### src/rtl/triangle_scan_pkg.sv
// triangle_scan_pkg
// Shared definitions for the triangle rasteriser slice.
//   CW       coordinate width (unsigned, 0 .. 2^CW-1)
//   NW       inside-pixel counter width (holds up to 2^(2*CW))
//   coord_t  one coordinate
//   state_t  scan controller states
//   min3 / max3  unsigned min/max of three coordinates, kept here so later
//                rasterisation stages can reuse them
package triangle_scan_pkg;

  localparam int CW = 12;
  localparam int NW = 2 * CW + 1;

  typedef logic [CW-1:0] coord_t;

  typedef enum logic [1:0] {
    IDLE,
    BBOX,
    SCAN,
    FLUSH
  } state_t;

  function automatic coord_t min3(input coord_t a, input coord_t b, input coord_t c);
    coord_t m;
    m = (a < b) ? a : b;
    return (m < c) ? m : c;
  endfunction

  function automatic coord_t max3(input coord_t a, input coord_t b, input coord_t c);
    coord_t m;
    m = (a > b) ? a : b;
    return (m > c) ? m : c;
  endfunction

endpackage

### src/rtl/triangle_scan_if.sv
// triangle_scan_if
// Inside-point stream leaving the scanner (valid/ready).
//   out_valid  inside point available
//   out_ready  consumer accepts the point this cycle
//   out_x/y    coordinates of the inside point
// Modports: master = scanner side, slave = consumer side.
interface triangle_scan_if;
  import triangle_scan_pkg::*;

  logic   out_valid;
  logic   out_ready;
  coord_t out_x;
  coord_t out_y;

  modport master (
    output out_valid,
    output out_x,
    output out_y,
    input  out_ready
  );

  modport slave (
    input  out_valid,
    input  out_x,
    input  out_y,
    output out_ready
  );

endinterface

### src/rtl/triangle_scan_bbox.sv
// tri_bbox
// Purely combinational bounding box of three vertices. The parent registers
// the result during its BBOX cycle.
//   x1,y1,x2,y2,x3,y3  in   vertex coordinates
//   xmin,xmax          out  unsigned min/max of the x coordinates
//   ymin,ymax          out  unsigned min/max of the y coordinates
module tri_bbox
  import triangle_scan_pkg::*;
(
  input  coord_t x1,
  input  coord_t y1,
  input  coord_t x2,
  input  coord_t y2,
  input  coord_t x3,
  input  coord_t y3,
  output coord_t xmin,
  output coord_t xmax,
  output coord_t ymin,
  output coord_t ymax
);

  assign xmin = min3(x1, x2, x3);
  assign xmax = max3(x1, x2, x3);
  assign ymin = min3(y1, y2, y3);
  assign ymax = max3(y1, y2, y3);

endmodule

### src/rtl/triangle_scan.sv
// triangle_scan
// Feeds every integer point of a triangle's bounding box, one per cycle, to
// an external combinational point-in-triangle tester and streams the points
// the tester reports as inside. Counts the inside points of each job.
//   clk, rst            clock (rising edge), synchronous active-high reset
//   start               job request, only accepted while idle
//   x1..y3              triangle vertices, sampled when start is accepted
//   busy                high whenever a job is in progress
//   t_x1..t_y3          latched vertices, wired to the tester
//   probe_x, probe_y    current test point, wired to the tester
//   probe_inside        tester verdict for the current probe (same cycle)
//   out_if              inside-point stream (valid/ready, x, y)
//   pix_count           inside points of the current / last job
//   done                one-cycle pulse when a job finishes
module triangle_scan
  import triangle_scan_pkg::*;
(
  input  logic              clk,
  input  logic              rst,
  input  logic              start,
  input  coord_t            x1,
  input  coord_t            y1,
  input  coord_t            x2,
  input  coord_t            y2,
  input  coord_t            x3,
  input  coord_t            y3,
  output logic              busy,
  output coord_t            t_x1,
  output coord_t            t_y1,
  output coord_t            t_x2,
  output coord_t            t_y2,
  output coord_t            t_x3,
  output coord_t            t_y3,
  output coord_t            probe_x,
  output coord_t            probe_y,
  input  logic              probe_inside,
  triangle_scan_if.master   out_if,
  output logic [NW-1:0]     pix_count,
  output logic              done
);

  state_t state;

  coord_t bb_xmin, bb_xmax, bb_ymin, bb_ymax;
  coord_t xmin_reg, xmax_reg, ymin_reg;
  coord_t ymax_reg;

  logic   valid_reg;
  coord_t x_reg;
  coord_t y_reg;

  logic   stall;
  logic   handshake;

  tri_bbox u_bbox (
    .x1   (t_x1),
    .y1   (t_y1),
    .x2   (t_x2),
    .y2   (t_y2),
    .x3   (t_x3),
    .y3   (t_y3),
    .xmin (bb_xmin),
    .xmax (bb_xmax),
    .ymin (bb_ymin),
    .ymax (bb_ymax)
  );

  assign out_if.out_valid = valid_reg;
  assign out_if.out_x     = x_reg;
  assign out_if.out_y     = y_reg;

  assign handshake = valid_reg && out_if.out_ready;
  // An inside probe cannot be captured while the previous point still waits.
  assign stall     = probe_inside && valid_reg && !out_if.out_ready;

  always_ff @(posedge clk) begin
    if (rst) begin
      state     <= IDLE;
      busy      <= 1'b0;
      done      <= 1'b0;
      t_x1      <= '0;
      t_y1      <= '0;
      t_x2      <= '0;
      t_y2      <= '0;
      t_x3      <= '0;
      t_y3      <= '0;
      xmin_reg  <= '0;
      xmax_reg  <= '0;
      ymin_reg  <= '0;
      ymax_reg  <= '0;
      probe_x   <= '0;
      probe_y   <= '0;
      valid_reg <= 1'b0;
      x_reg     <= '0;
      y_reg     <= '0;
      pix_count <= '0;
    end else begin
      done <= 1'b0;

      // Drain the output register; a capture below overrides this.
      if (handshake) begin
        valid_reg <= 1'b0;
      end

      case (state)
        IDLE: begin
          if (start) begin
            t_x1      <= x1;
            t_y1      <= y1;
            t_x2      <= x2;
            t_y2      <= y2;
            t_x3      <= x3;
            t_y3      <= y3;
            pix_count <= '0;
            busy      <= 1'b1;
            state     <= BBOX;
          end
        end

        BBOX: begin
          xmin_reg <= bb_xmin;
          xmax_reg <= bb_xmax;
          ymin_reg <= bb_ymin;
          ymax_reg <= bb_ymax;
          probe_x  <= bb_xmin;
          probe_y  <= bb_ymin;
          state    <= SCAN;
        end

        SCAN: begin
          if (!stall) begin
            if (probe_inside) begin
              x_reg     <= probe_x;
              y_reg     <= probe_y;
              valid_reg <= 1'b1;
              pix_count <= pix_count + NW'(1);
            end
            // Row-major walk; the last point ends the scan instead of
            // stepping, so the probe never passes xmax/ymax.
            if (probe_x == xmax_reg) begin
              if (probe_y == ymax_reg) begin
                state <= FLUSH;
              end else begin
                probe_x <= xmin_reg;
                probe_y <= probe_y + CW'(1);
              end
            end else begin
              probe_x <= probe_x + CW'(1);
            end
          end
        end

        FLUSH: begin
          if (!valid_reg || out_if.out_ready) begin
            done  <= 1'b1;
            busy  <= 1'b0;
            state <= IDLE;
          end
        end

        default: begin
          state <= IDLE;
          busy  <= 1'b0;
        end
      endcase
    end
  end

endmodule

### src/flat_wrapper.sv
// flat-port wrapper written by rule: the top's interface ports become plain ports
module triangle_scan_flat import triangle_scan_pkg::*;
  (clk, rst, start, x1, y1, x2, y2, x3, y3, busy, t_x1, t_y1, t_x2, t_y2, t_x3, t_y3, probe_x, probe_y, probe_inside, pix_count, done, out_if_out_valid, out_if_out_x, out_if_out_y, out_if_out_ready);
  triangle_scan_if out_if_i ();
  input  logic clk;
  input  logic rst;
  input  logic start;
  input  coord_t x1;
  input  coord_t y1;
  input  coord_t x2;
  input  coord_t y2;
  input  coord_t x3;
  input  coord_t y3;
  output logic busy;
  output coord_t t_x1;
  output coord_t t_y1;
  output coord_t t_x2;
  output coord_t t_y2;
  output coord_t t_x3;
  output coord_t t_y3;
  output coord_t probe_x;
  output coord_t probe_y;
  input  logic probe_inside;
  output logic [NW-1:0] pix_count;
  output logic done;
  output wire logic [$bits(out_if_i.out_valid)-1:0] out_if_out_valid;
  output wire logic [$bits(out_if_i.out_x)-1:0] out_if_out_x;
  output wire logic [$bits(out_if_i.out_y)-1:0] out_if_out_y;
  input wire logic [$bits(out_if_i.out_ready)-1:0] out_if_out_ready;
  assign out_if_out_valid = out_if_i.out_valid;
  assign out_if_out_x = out_if_i.out_x;
  assign out_if_out_y = out_if_i.out_y;
  assign out_if_i.out_ready = out_if_out_ready;
  triangle_scan u_core (.clk(clk), .rst(rst), .start(start), .x1(x1), .y1(y1), .x2(x2), .y2(y2), .x3(x3), .y3(y3), .busy(busy), .t_x1(t_x1), .t_y1(t_y1), .t_x2(t_x2), .t_y2(t_y2), .t_x3(t_x3), .t_y3(t_y3), .probe_x(probe_x), .probe_y(probe_y), .probe_inside(probe_inside), .out_if(out_if_i), .pix_count(pix_count), .done(done));
endmodule
### config.mk
export PLATFORM = sky130hd
export DESIGN_NAME = triangle_scan_flat
export DESIGN_NICKNAME = d
export VERILOG_FILES = /design/src/rtl/triangle_scan_pkg.sv /design/src/rtl/triangle_scan_if.sv /design/src/rtl/triangle_scan_bbox.sv /design/src/rtl/triangle_scan.sv /design/src/flat_wrapper.sv
export SDC_FILE = /design/constraint.sdc
export NUM_CORES = 1
export LEC_CHECK = 0
export CAP_MARGIN = 10
export CORE_UTILIZATION = 50
export CTS_CLUSTER_SIZE = 25
export DETAILED_ROUTE_END_ITERATION = 16
export GPL_TIMING_DRIVEN = 0
export MAX_ROUTING_LAYER = met4
export PLACE_DENSITY = 0.85
export SYNTH_ARGS = -nofsm -noshare
export SYNTH_HDL_FRONTEND = slang
export SYNTH_SLANG_ARGS = --single-unit
### constraint.sdc
create_clock -name clk -period 4.7 [get_ports clk]
set_input_delay 0.705 -clock clk [delete_from_list [all_inputs] [get_ports clk]]
set_output_delay 0.705 -clock clk [all_outputs]
set_load 0.05 [all_outputs]
Word level (Yosys, flattened, before mapping)
Index checks and enable logic that the tools add are counted.
- register bits after elaboration: 186
- output and inout port bits: 148
- logic and storage cells: 96
- add/subtract/negate cells: 3
- magnitude comparators: 8
- equal/unequal tests: 13
- multiplexer cells: 34
- bitwise gates (word level): 2
- reductions and logical operators: 18
- operator list (cell ; count):
    $mux W12 ; 14
    $mux W25 ; 3
    $pmux W25 S2 ; 1
    $gt A12 B12 Y1 ; 4
    $lt A12 B12 Y1 ; 4
    $pmux W12 S2 ; 2
    $add A25 B1 Y25 const B ; 1
    $add A12 B1 Y12 const B ; 2
    $eq A12 B12 Y1 ; 2
    $mux W2 ; 5
    $reduce_and A3 Y1 ; 3
    $ne A2 B2 Y1 const B ; 4
    $pmux W2 S4 ; 1
    $reduce_and A4 Y1 ; 2
    $mux W1 ; 7
    $ne A2 B1 Y1 const B ; 3
    $reduce_bool A2 Y1 ; 3
    $reduce_and A5 Y1 ; 1
    $eq A2 B2 Y1 const B ; 2
    $logic_and A1 B1 Y1 ; 3
    $ne A3 B3 Y1 const B ; 1
    $eq A2 B1 Y1 const B ; 1
    $logic_not A1 Y1 ; 2
    $logic_not A2 Y1 ; 1
    5 further kinds ; 6

Logic depth before layout (Yosys ltp)
- word-level depth: 5
- gate-level depth with buffers: 20
- depth with buffers taken out: 17

Modules after synthesis
A second synthesis with hierarchy kept.
- cell total of the unflattened synthesis: 1286
- area, all modules: 11026.8 um^2
- modules (own cells, without submodules) (module ; instances ; cells an instance ; area each (um^2)):
    triangle_scan ; 1 ; 955 ; 8000.2
    tri_bbox ; 1 ; 331 ; 3026.7

Worst setup path before layout
OpenSTA, ideal clock, no wires.
- path kind: register to register
- start: reg u_core.t_y2[10]
- end: reg u_core.ymax_reg[10]
- library setup time: 134 ps
- data arrival time: 4545 ps
- path slack: 22 ps
- stages on the path, launching flop included: 20
- path buffers: 2
- clock period less this slack: 4678 ps
- cells stage by stage: dfxtp_1 inv_1 ha_1 nand4_1 nor3_1 a21boi_0 and3b_1 a21oi_1 buf_2 mux2_2 ha_1 nor2b_1 o21ai_0 nand2b_1 a21oi_1 or3_1 a21oi_1 clkbuf_1 mux2i_1 o22ai_1
- word-level cells in the longest chain between the ends: 4
- RTL lines (element ; RTL line ; source):
    from (decl) ; triangle_scan.sv:31 ; output coord_t t_y2,
    from (signal assigned) ; triangle_scan.sv:111 ; t_y2 <= y2;
    $gt A12 B12 Y1 ; triangle_scan_pkg.sv:31 ; m = (a > b) ? a : b;
    $mux W12 (*) ; triangle_scan_pkg.sv:31 ;
    $gt A12 B12 Y1 ; triangle_scan_pkg.sv:32 ; return (m > c) ? m : c;
    $mux W12 (*) ; triangle_scan_pkg.sv:32 ;
    to (signal assigned) ; triangle_scan.sv:124 ; ymax_reg <= bb_ymax;
    to (decl) ; triangle_scan.sv:46 ; coord_t ymax_reg;
Mark *: on every way between the ends. The rest lies on a longest branch, timed or not.
A chain may end at the register's enable or synchronous reset.

Worst setup path in the final report
- start: reg u_core.t_x1[0]
- end: reg u_core.xmax_reg[7]
- word-level cells in the longest chain between the ends: 4
- RTL lines (element ; RTL line ; source):
    from (decl) ; triangle_scan.sv:28 ; output coord_t t_x1,
    from (signal assigned) ; triangle_scan.sv:81 ; t_x1 <= '0;
    from (signal assigned) ; triangle_scan.sv:108 ; t_x1 <= x1;
    $gt A12 B12 Y1 ; triangle_scan_pkg.sv:31 ;
    $mux W12 (*) ; triangle_scan_pkg.sv:31 ;
    $gt A12 B12 Y1 ; triangle_scan_pkg.sv:32 ;
    $mux W12 (*) ; triangle_scan_pkg.sv:32 ;
    to (signal assigned) ; triangle_scan.sv:122 ; xmax_reg <= bb_xmax;
    to (decl) ; triangle_scan.sv:45 ; coord_t xmin_reg, xmax_reg, ymin_reg;
Marks and branches as above.

==> flow_summary.ini <==
[hold_path]
hp-class = reg -> reg
min_delay_path_depth = 2

[logic_synthesis]
yosys.cell_types.count = 58
synth_area_um2 = 10400
async_reset_ff_share_pct = 0
synth-simple-area-share_pct = 20.2
syn_avg_cell_area_um2 = 8.10
synth.top_cell.area_share_pct = 35.8
ys_seq_area_share_pct = 35.8
synthAdderAreaFrac_pct = 9.26
synth-seq-cells = 186
syn_nets = 1439
synth_top_area_cell = dfxtp_1
synth_most_common_cell = nand2_1
synth_mux_area_share_pct = 8.56
synth_compound_area_share_pct = 16.9
syn_inst = 1285
synth_flop_cell = dfxtp_1
synth_top_family_by_area = simple AND/OR/NAND/NOR gates
synth_commonest_cells = nand2_1 (246), dfxtp_1 (186), a21oi_1 (149), ha_1 (77), clkbuf_1 (64)
yosys_warnings = 0
synth_area_leaders = dfxtp_1 (36%), ha_1 (9.3%), nand2_1 (8.9%)
synth_edf_count = 0
synth_xor_area_share_pct = 4.46

[placement]
place_area_um2 = 13000
portBuffers = 223
dp_hpwl_mm = 24.8
gp_congestion = 0.968

[layout]
regMostFlops = u_core.pix_count
largest_reg_flops = 25
layout-drive-gt1-share_pct = 6.54
fin_area_um2 = 13700
diodes = 0
final_nets = 1685
fill_cells = 1681
syn_to_final_growth_pct = 31.7

[sta]
period_share_pct = 97.6
drv_slew = 0
slew_headroom_pct = 47.9
worst_pin_slew_ps = 782
min_period_ps = 4590
final-setup-viol-count = 0
fin_worst_skew_ps = 9.13
max_freq_mhz = 218
finalHoldViolCount = 0

[clock_network]
cts_tree = done
clock-sinks = 186
cts_buffers = 17
hold_buffers = 0
clkLatencyLatePin_ps = 450
htree_levels = 4
clock_path_buffers = 2
cts-root-buf = clkbuf_16
clk_pin_slew_ps = 70

[floorplan]
die_x_um = 146
std_cell_rows = 52
die_height_um = 146
pin_count = 225
start_util_pct = 51.3
dieArea_um2 = 21400
core_area_um2 = 20300

[worst_setup_path]
worstPathRequired_ps = 5010
rr_worst_depth = 17
critPathMaxFanout = 10
crit_path_start_kind = flop
crit_arrival_ps = 4900
critPathKind = reg -> reg
end_kind = flop

[global_routing]
grt-busiest-layer = met2
antenna_found_initial = 0
track_usage_pct = 30.8
grt_max_degree = 17
grtUsageMet1_pct = 37.7
use_met2_pct = 50.2
first_global_vias = 9779
grt_pass1_wl_mm = 50.9
overflow = 0
grt_util_met3_pct = 6.19

[power]
total_power_w = 0.00932
seqPwrFrac_pct = 23.4
power_frac_comb_pct = 60.0
switchingPower_w = 0.00436
pwr-share-clk_pct = 16.6
ir_worst_vdd_uv = 409
power.internal_w = 0.00497
powerDensity_nw_per_um2 = 680
switching_share_pct = 46.7
p_leak_nw = 5.25

[routing]
routed_wl_mm = 32.2
route.detailed.drc = 0
final_antenna_net_count = 0
first_iter_violations = 790
routed_via_density = 5.67
dr.pass1.iters = 6
wl_per_cell_um = 17.7
vias = 10300

[outcome]
outcome = complete, no violations

[flow_run]
drv_cap = 0
[kinds of logic after synthesis]
| kind of cell | Yosys count |
|---|---|
| and+or+nand+nor | 455 |
| AOI/OAI and AO/OA | 296 |
| DFF | 186 |
| buffers and inverters | 134 |
| muxes | 84 |
| adders and majority gates | 77 |
| xor gates and xnor gates | 53 |
[critical path, stage by stage (launching register included)]
cell,delay [ps]
dfxtp_1,480
inv_1,100
ha_1,190
and4b_1,260
a211oi_2,60
nor3_1,280
nor3_1,100
nor2_1,230
buf_2,320
mux2_2,410
ha_1,300
nand3_1,100
nor3_1,290
a221oi_1,140
a21oi_1,360
clkbuf_2,400
mux2i_1,300
o22ai_1,110
[power by group through the flow]
stage,Combinational [W],Clock (W),Sequential [W]
floorplan,0.00321,0,0.00276
global placement,0.00507,0,0.00220
detailed placement,0.00519,0,0.00220
CTS,0.00536,0.00156,0.00217
global route,0.00598,0.00162,0.00222
finish,0.00559,0.00155,0.00218
[layout by cell type, fill, tap and decap left out, drive strengths merged, types with 3 or more instances in the layout]
master / count
or3: 6
nor2: 51
nand3: 30
clkdlybuf4s50: 223
inv: 60
mux2: 40
nand4: 20
and4: 5
xnor2: 8
o211ai: 14
a21o: 9
o21ai: 39
buf: 15
nand2b: 42
and3: 10
mux2i: 44
o211a: 5
a31oi: 4
nor3: 13
nor4: 9
and2: 4
nor2b: 8
clkbuf: 82
a221oi: 3
bufinv: 4
o22ai: 39
o21a: 8
dfxtp: 186
xor2: 45
nand2: 246
ha: 77
clkinvlp: 3
a211oi: 8
a21oi: 149
clkinv: 6
[metal layers]
layer	wire length, um	vias up
li1	-	4981
met5	0	-
met1	13900	4773
met2	14900	472
met3	2500	67
met4	829	0
[path summary, 6_finish.rpt]
kind                                                           from                             endpoint  slack (ps)
worst max-delay path                    u_core.t_x1[0]$_SDFFE_PP0P_      u_core.xmax_reg[7]$_SDFFE_PP0N_         110
worst min-delay path            u_core.out_if.out_x[7]$_SDFFE_PP0P_  u_core.out_if.out_x[7]$_SDFFE_PP0P_         450
worst max register to register          u_core.t_x1[0]$_SDFFE_PP0P_      u_core.xmax_reg[7]$_SDFFE_PP0N_         110
worst min register to register  u_core.out_if.out_x[7]$_SDFFE_PP0P_  u_core.out_if.out_x[7]$_SDFFE_PP0P_         450
[timing repair]
item / 4_1_cts / 5_1_grt
endpoints found under the setup margin: 44 / 47
setup buffers: 4 / 0
gates resized for setup: 7 / 21
pin swaps: 1 / 2
[area by class of cell]
cell class	count	area, um2	area share (%)
timing repair buffer	227	2260	16.5
multi-input combinational	965	6220	45.4
buffer	75	312	2.27
clock buffer	18	439	3.20
sequential	186	3720	27.2
clock inverter	14	193	1.41
inverter	59	221	1.62
tap	270	338	2.46
[per-stage QoR]
stage,hold WS [ps],setup WS [ps],setup TNS [ps],instances,utilization (%)
2_1_floorplan,457,21.8,0,1285,-
3_3_place_gp,443,-252,-5750,1778,63.9
3_5_place_dp,446,-339,-8990,1778,63.9
4_1_cts,456,22.2,0,1814,67.3
5_1_grt,476,-57.1,-387,1814,67.5
6_report,453,113,0,1814,67.5
No activity file was read; power rests on OpenSTA's default activity.
==> RTL edit: new RTL, same flow settings <==
Change the package constant `CW` from 12 to 11.
--- a/src/rtl/triangle_scan_pkg.sv
+++ b/src/rtl/triangle_scan_pkg.sv
@@ -8,7 +8,7 @@
 //                rasterisation stages can reuse them
 package triangle_scan_pkg;
 
-  localparam int CW = 12;
+  localparam int CW = 11;
   localparam int NW = 2 * CW + 1;
 
   typedef logic [CW-1:0] coord_t;
Interface: changed (17 resized); port bits go from 225 to 207. The function was not compared with the original's and may differ.
==> RTL edit against the original RTL <==
Total power decreased by 2.1%; setup slack improved by 0.11 ns; count of clock-buffer cells in the layout up 2; routed wire length fell by 8.4%; area after synthesis down 6.5%; cell area shrank 7.1%; sequential cell count fell by 15; utilization shrank 0.099 points; critical path type unchanged.
==> RTL edit: results (changes against the original RTL) <==
[status]
status=complete, no violations

[drt]
wl_met1_um=13400  ; -3.8%
drt_first_iter_violations=821  ; +3.9%
avgRoutedWirePerCell_um=17.2  ; -3.2%
wl_met3_um=2170  ; -13%
vias=9768  ; -5.1%
routed_wirelength_um=29500  ; -8.4%
wl_met2_um=13200  ; -12%

[layout]
drive_gt1_share_pct=5.28  ; -1.3 points
fill_cells=1617  ; -3.8%
regMostFlops=u_core.pix_count
post-route-util_pct=67.4  ; -0.099 points
largest_reg_flops=23  ; -8.0%
fin_nets=1586  ; -5.9%

[grt]
gr-usage-met2_pct=47.9  ; -2.3 points
grt_pass1_vias=9133  ; -6.6%
grt_pass1_wl_um=47100  ; -7.6%
use_met1_pct=39.6  ; +1.9 points
track_usage_pct=30.6  ; -0.18 points
met3_usage_pct=5.47  ; -0.72 points

[pwr]
p_comb_mw=5.57  ; about the same
total_power_mw=9.12  ; -2.1%
ir_worst_vdd_v=0.000407  ; -0.41%
p_leak_nw=4.57  ; -13%
powerClk_mw=1.49  ; -4%
p_switching_mw=4.43  ; +1.6%

[sta]
skew_ns=0.00990  ; +0.000769 ns
worstMarginPinSlew_ns=0.930  ; +0.148 ns
finalWorstSetupSlack_ns=0.226  ; +0.113 ns
whs_ns=0.453  ; +0.000188 ns

[yosys]
synth_compound_area_share_pct=18.7  ; +1.8 points
synthDistinctLibCells=55  ; -5.2%
yosys.area_share.adder_pct=9.13  ; -0.13 points
yosys-top-cells-count=nand2_1, dfxtp_1, a21oi_1
ys_seq_area_share_pct=35.2  ; -0.61 points
synthTopCellsByArea=dfxtp_1, nand2_1, ha_1
synth_cells=1219  ; -5.1%
synth_mux_area_share_pct=5.76  ; -2.8 points
post_synth_xor_area_fraction_pct=4.23  ; -0.23 points
postSynthNetCount=1361  ; -5.4%

[clock_network]
cts_setup_buffers=0  ; -4
cts_resized=0  ; -7
clk_latency_ns=0.43  ; -0.02 ns
cts_root_buf=clkbuf_16
clockBufferDepth=2  ; unchanged
cts-htree-levels=4  ; unchanged

[critical_path]
critPathArrivalTime_ns=4.75  ; -0.15 ns
critPathMaxFanout=10  ; unchanged
critPathSlowestCell=a2111oi_4
critical-path-top-delay-family=compound AO/OA/AOI/OAI gates
setup.worst_path.start=u_core.t_x2[6]
critPathMaxStageDelay_ns=0.62  ; +0.14 ns

[place]
portBuffers=206  ; -7.6%
place_inst=1685  ; -5.2%
placed_cell_area_mm2=0.0121  ; -6.6%
place_hpwl_um=22700  ; -8.2%
place_congestion=0.969  ; +0.10%
dp_slack_ns=0.356  ; +0.695 ns

[worst_hold_path]
hold_start=u_core.out_if.out_y[0]

RTL edit: worst reg2reg max path, stage by stage (launching register included):
cell and delay, ns:
dfxtp_1 0.42, inv_1 0.09, ha_1 0.31, a21oi_1 0.16
o21ai_1 0.13, a2111oi_4 0.62, clkbuf_1 0.37, o21ai_0 0.25
ha_1 0.35, nand3_1 0.12, or3_1 0.41, o21a_1 0.19
and2_1 0.16, o31a_1 0.12, buf_6 0.16, mux2i_1 0.31
o22ai_1 0.14
RTL edit: area by class of cell:
cell class / instances / area share, %
repair buffers: 206 / 16.2
clock inverters: 12 / 1.29
flip-flops and latches: 171 / 26.9
inverters: 53 / 1.56
plain buffers: 71 / 2.27
multi-input cells: 924 / 45.7
clock buffers: 20 / 3.58
well taps: 260 / 2.55
RTL edit: path summary, 6_finish.rpt:
path	cells past startpoint	end
min reg2reg	2	u_core.out_if.out_y[0]
max	16	u_core.xmin_reg[10]
min	2	u_core.out_if.out_y[0]
max reg2reg	16	u_core.xmin_reg[10]
